$ cat src/rtl/bf_relax_engine.sv
// Bellman-Ford relaxation engine. Each cycle it relaxes one round-robin (circle
// method) pairing of the nodes in both directions, using N_NODES parallel units.
module bf_relax_engine #(
    parameter int unsigned N_NODES = 4,
    parameter int unsigned DIST_W  = 29,
    parameter int unsigned RND_W   = 4
) (
    input  logic                                 clk,
    input  logic                                 rst,
    input  logic                                 start,
    input  logic [N_NODES*DIST_W-1:0]            dist_in,
    input  logic [N_NODES*N_NODES*DIST_W-1:0]    weight_in,
    output logic                                 busy,
    output logic                                 done,
    output logic [N_NODES*DIST_W-1:0]            dist_out,
    output logic [RND_W-1:0]                     rounds_used
);
    localparam int unsigned IDX_W   = $clog2(N_NODES);
    localparam int unsigned WIDX_W  = $clog2(N_NODES * N_NODES);
    localparam int unsigned M       = N_NODES - 1;
    localparam int unsigned N_PAIRS = N_NODES / 2;
    localparam int unsigned N_W     = N_NODES * N_NODES;
    localparam logic [DIST_W-1:0] INF  = '1;
    localparam logic [RND_W-1:0]  LAST = RND_W'(N_NODES - 2);

    typedef enum logic [1:0] {IDLE, RUN, DONE} state_t;

    state_t             state_q;
    state_t             state_d;
    logic [DIST_W-1:0]  dist_q   [N_NODES];
    logic [DIST_W-1:0]  weight_q [N_W];
    logic [RND_W-1:0]   step_q;
    logic [RND_W-1:0]   round_q;
    logic               changed_q;

    logic [IDX_W-1:0]   pair_a  [N_PAIRS];
    logic [IDX_W-1:0]   pair_b  [N_PAIRS];
    logic [IDX_W-1:0]   partner [N_NODES];
    logic [DIST_W-1:0]  cand    [N_NODES];
    logic [N_NODES-1:0] upd;
    logic               any_upd;
    logic               last_step;
    logic               finish;
    logic               capture;

    // Maps an offset in 0..2M-2 onto the rotating node ring 1..M.
    function automatic logic [IDX_W-1:0] ring_node(input int unsigned v);
        return IDX_W'(1 + ((v >= M) ? v - M : v));
    endfunction

    // Circle-method schedule: node 0 is fixed, nodes 1..M rotate with the step.
    always_comb begin
        for (int unsigned k = 0; k < N_PAIRS; k++) begin
            pair_a[k] = '0;
            pair_b[k] = '0;
        end
        pair_a[0] = '0;
        pair_b[0] = IDX_W'(32'(step_q) + 1);
        for (int unsigned k = 1; k < N_PAIRS; k++) begin
            pair_a[k] = ring_node(32'(step_q) + k);
            pair_b[k] = ring_node(32'(step_q) + M - k);
        end
    end

    // Every node sits in exactly one pair per step, so it has exactly one source.
    always_comb begin
        for (int unsigned i = 0; i < N_NODES; i++) begin
            partner[i] = IDX_W'(i);
        end
        for (int unsigned k = 0; k < N_PAIRS; k++) begin
            partner[pair_a[k]] = pair_b[k];
            partner[pair_b[k]] = pair_a[k];
        end
    end

    for (genvar t = 0; t < N_NODES; t++) begin : g_relax
        logic [DIST_W-1:0] src_d;
        logic [DIST_W-1:0] edge_w;
        logic [DIST_W:0]   sum;

        assign src_d   = dist_q[partner[t]];
        assign edge_w  = weight_q[WIDX_W'(32'(partner[t]) * N_NODES + t)];
        assign sum     = {1'b0, src_d} + {1'b0, edge_w};
        assign cand[t] = sum[DIST_W-1:0];
        assign upd[t]  = (src_d != INF) && (edge_w != INF) &&
                         (sum < {1'b0, INF}) && (sum[DIST_W-1:0] < dist_q[t]);
    end

    assign any_upd   = |upd;
    assign last_step = (step_q == LAST);
    assign finish    = last_step && (!(changed_q || any_upd) || (round_q == LAST));

    always_ff @(posedge clk) begin
        if (rst) begin
            state_q <= IDLE;
        end else begin
            state_q <= state_d;
        end
    end

    always_comb begin
        state_d = state_q;
        capture = 1'b0;
        case (state_q)
            IDLE: begin
                if (start) begin
                    state_d = RUN;
                    capture = 1'b1;
                end
            end
            RUN: begin
                if (finish) begin
                    state_d = DONE;
                end
            end
            DONE:    state_d = IDLE;
            default: state_d = IDLE;
        endcase
    end

    // Datapath, step/round bookkeeping and registered status outputs.
    always_ff @(posedge clk) begin
        if (rst) begin
            busy        <= 1'b0;
            done        <= 1'b0;
            rounds_used <= '0;
            step_q      <= '0;
            round_q     <= '0;
            changed_q   <= 1'b0;
            for (int unsigned i = 0; i < N_NODES; i++) begin
                dist_q[i] <= INF;
            end
            for (int unsigned i = 0; i < N_W; i++) begin
                weight_q[i] <= INF;
            end
        end else begin
            busy <= (state_d != IDLE);
            done <= (state_d == DONE);
            if (capture) begin
                for (int unsigned i = 0; i < N_NODES; i++) begin
                    dist_q[i] <= dist_in[i*DIST_W +: DIST_W];
                end
                for (int unsigned i = 0; i < N_W; i++) begin
                    weight_q[i] <= weight_in[i*DIST_W +: DIST_W];
                end
                step_q    <= '0;
                round_q   <= '0;
                changed_q <= 1'b0;
            end
            if (state_q == RUN) begin
                for (int unsigned t = 0; t < N_NODES; t++) begin
                    if (upd[t]) begin
                        dist_q[t] <= cand[t];
                    end
                end
                if (!last_step) begin
                    step_q    <= step_q + RND_W'(1);
                    changed_q <= changed_q | any_upd;
                end else if (finish) begin
                    rounds_used <= round_q + RND_W'(1);
                end else begin
                    round_q   <= round_q + RND_W'(1);
                    step_q    <= '0;
                    changed_q <= 1'b0;
                end
            end
        end
    end

    for (genvar t = 0; t < N_NODES; t++) begin : g_out
        assign dist_out[t*DIST_W +: DIST_W] = dist_q[t];
    end

endmodule

$ cat config.mk
export PLATFORM = sky130hd
export DESIGN_NAME = bf_relax_engine
export DESIGN_NICKNAME = d
export VERILOG_FILES = /design/src/rtl/bf_relax_engine.sv
export SDC_FILE = /design/constraint.sdc
export NUM_CORES = 1
export LEC_CHECK = 0
export CORE_ASPECT_RATIO = 0.75
export CORE_UTILIZATION = 30
export CTS_CLUSTER_DIAMETER = 80
export CTS_CLUSTER_SIZE = 16
export DETAILED_ROUTE_END_ITERATION = 8
export PLACE_DENSITY = 0.52
export SLEW_MARGIN = 20
export SYNTH_ARGS = -nofsm -noshare
export SYNTH_HDL_FRONTEND = slang
export SYNTH_SLANG_ARGS = --single-unit
$ cat constraint.sdc
create_clock -name clk -period 16.4 [get_ports clk]
set_input_delay 3.28 -clock clk [delete_from_list [all_inputs] [get_ports clk]]
set_output_delay 3.28 -clock clk [all_outputs]
set_load 0.05 [all_outputs]
==> summary.txt <==
synthesized area per cell - 9.987 µm²
share of cells above drive strength 1 - 10.48%
share of synthesized registers carrying an async set or reset - 0%
Tmin final - 12080 ps
Max Slew Vio Count - 0
initial core utilization - 30.29%
H-Tree Level Count - 2
sw frac - 55.97%
Worst Reg-to-Reg Cells - 31
top-count cell post-synth - edfxtp_1
# port buffers - 704
largest area contributor in the synthesized netlist - edfxtp_1
CP endpoint kind - register
Die ar. - 141100 µm²
Layout Skew - 43.07 ps
Hold Crit Class - register to register
first-pass GRT wire length - 285600 µm
Hold WS - 489.7 ps
crit-path max FO - 32
Post-Route WL - 209100 µm
Die Ht - 325.5 µm
TritonCTS Sinks - 597
CP max stage delay - 850 ps
Pre-antenna DRT Iters - 6
clock root cell - clkbuf_16
fin nets - 5640
Layout area overhead - 25.88%
Power Density - 253.7 nW/µm²
outcome - completed
worst r2r src - step_q[0]
Crit. Startpoint - step_q[0]
GRT overflow - 0
Final Cell Area - 52700 µm²
postcts setup bufs - 0
worst vdd ir - 0.1415 mV
max cap viols - 0
Yosys warning total - 0
Power Internal - 5.887 mW
CTS tree - built
Worst-Skew Late Latency - 680 ps
routability cong. - 1.006
via count - 38570
Post-synth EDFFs - 580
Pleak - 18.67 nW
Util after Layout - 38.13%
Worst Path Buf+Inv - 7
CP startpoint kind - register
Worst-Margin Slew - 1264 ps
syn nets - 5022
Die W - 433.4 µm
CTS resizes - 0
Comb power frac - 74.7%
FP Rows - 118
NetSw - 7.484 mW
largest cells by area after synthesis - edfxtp_1, ha_1, mux4_2
crit path DAT - 12450 ps
crit path to - dist_q[0][13]
Tcrit/Tclk final - 73.65%
min-delay src - rounds_used[3]
area share of the largest cell type after synthesis - 41.60%
clock buffer depth - 3
Core ar. - 138200 µm²
post-synthesis instance total - 4192
drt initial violations - 4433
# IOs - 705
HPWL reported at the end of detailed placement - 164600 µm
most instantiated cells after synthesis - edfxtp_1, nand2_1, nand2b_1
clock-pin slew on the worst setup and hold paths - 80 ps
setup violators final - 0
WL per Instance - 31.15 µm
vias in the first global route - 36640
clock share of power - 8.9%
Hold Fails Final Rpt - 0
DRC violations left - 0
Slew HR - 13.55%
placed cell area - 51200 µm²
FMAX - 0.08279 GHz
WP depth - 31
RSZ-0062 raised after global routing - no
Worst EP required - 16770 ps
total power - 13.37 mW
CP Class - register to register
hold buffer count at cts - 0
Seq pwr share - 16.4%
Synth cell types - 88
slowest CP cell - a311oi_1
final antenna-violating net count - 0
r2r setup slk - 4320 ps
sequential share of the synthesized area - 42.42%
largest net degree at the start of global routing - 94
Worst R2R End - dist_q[0][13]
Yosys reg bits - 597
Num CTS Buffers - 48
initial antenna violation count - 37
critical path's top delay family - compound AO/OA/AOI/OAI gates
area of the mapped netlist - 41860 µm²
total negative slack - 0 ps
Synth Flop Type - edfxtp_1
GRT Total Usage - 28.61%
vias per cell - 5.747
==> registers in the layout, indices dropped and copies added, names as in the netlist <==
name and flops:
step_q 4, dist_q 116, weight_q 464, done 1, state_q 2, changed_q 1, round_q 4, rounds_used 4
busy 1
==> metal layers <==
metal  track usage, %  vias to the layer above  part of all wire [%]
met5                0                        -                 0.090
met4            10.52                       24                   3.7
met3            8.325                      384                    10
met2            43.84                     2075                    45
met1            38.08                    19090                    42
li1                 -                    17010                     -
==> power groups by stage <==
stage | Combinational, mW | Sequential (mW) | Clock (mW)
detailed placement | 9.69 | 2.20 | 0
global placement | 9.71 | 2.20 | 0
floorplan | 6.02 | 2.38 | 0
finish | 9.99 | 2.19 | 1.19
CTS | 9.74 | 2.17 | 1.21
global route | 10.7 | 2.18 | 1.26
==> layout by cell type, fill, tap and decap left out, types with 110 or more instances in the layout <==
master           synthesis  final
inv_1                  171    170
nand4_1                157    157
nand3_1                110    110
nand2b_1               304    303
mux4_2                 120    120
a31oi_1                121    121
edfxtp_1               580    580
clkdlybuf4s50_1          0    703
nor2_1                 222    220
nand2_1                471    470
a21oi_1                224    224
or2_2                  183    183
o21ai_0                126    124
ha_1                   243    243
==> cells by family after synthesis <==
kind of cell	count (synthesis)	share of synthesized area, %
simple gates	1766	22.10
compound gates	908	14.47
flops	597	42.42
buf+inv	403	3.691
fa+ha+maj	247	7.454
mux	195	8.279
xor+xnor	76	1.590
==> worst min path at each step <==
stage | end | slack, ps | cells after the start
4_1_cts | rounds_used[3] | 490 | 2
3_3_place_gp | rounds_used[3] | 470 | 2
5_1_grt | rounds_used[3] | 520 | 2
2_1_floorplan | changed_q | 460 | 2
6_report | rounds_used[3] | 490 | 2
3_5_place_dp | rounds_used[3] | 470 | 2
==> area by class of cell <==
cell class / count / area (µm²)
Tap cell: 1860 / 2327
Clock buffer: 54 / 1224
Fill cell: 13780 / 85490
Antenna cell: 22 / 55.05
Sequential cell: 597 / 17760
Timing Repair Buffer: 799 / 7765
Inverter: 172 / 653.1
Clock inverter: 16 / 211.5
Multi-Input combinational cell: 3192 / 22710
==> worst min-delay path, cell delays in order (launching register included) <==
cell	delay [ps]
dfxtp_1	310
nand2b_1	70
mux2i_1	70
==> per-stage QoR <==
step,setup slack [ps],instances
after floorplan,2796,4192
after detailed placement,4586,6620
after CTS,4525,6690
after global routing,3548,6700
after global placement,4618,6620
final,4321,6712
(Power assumes the default switching activity.)
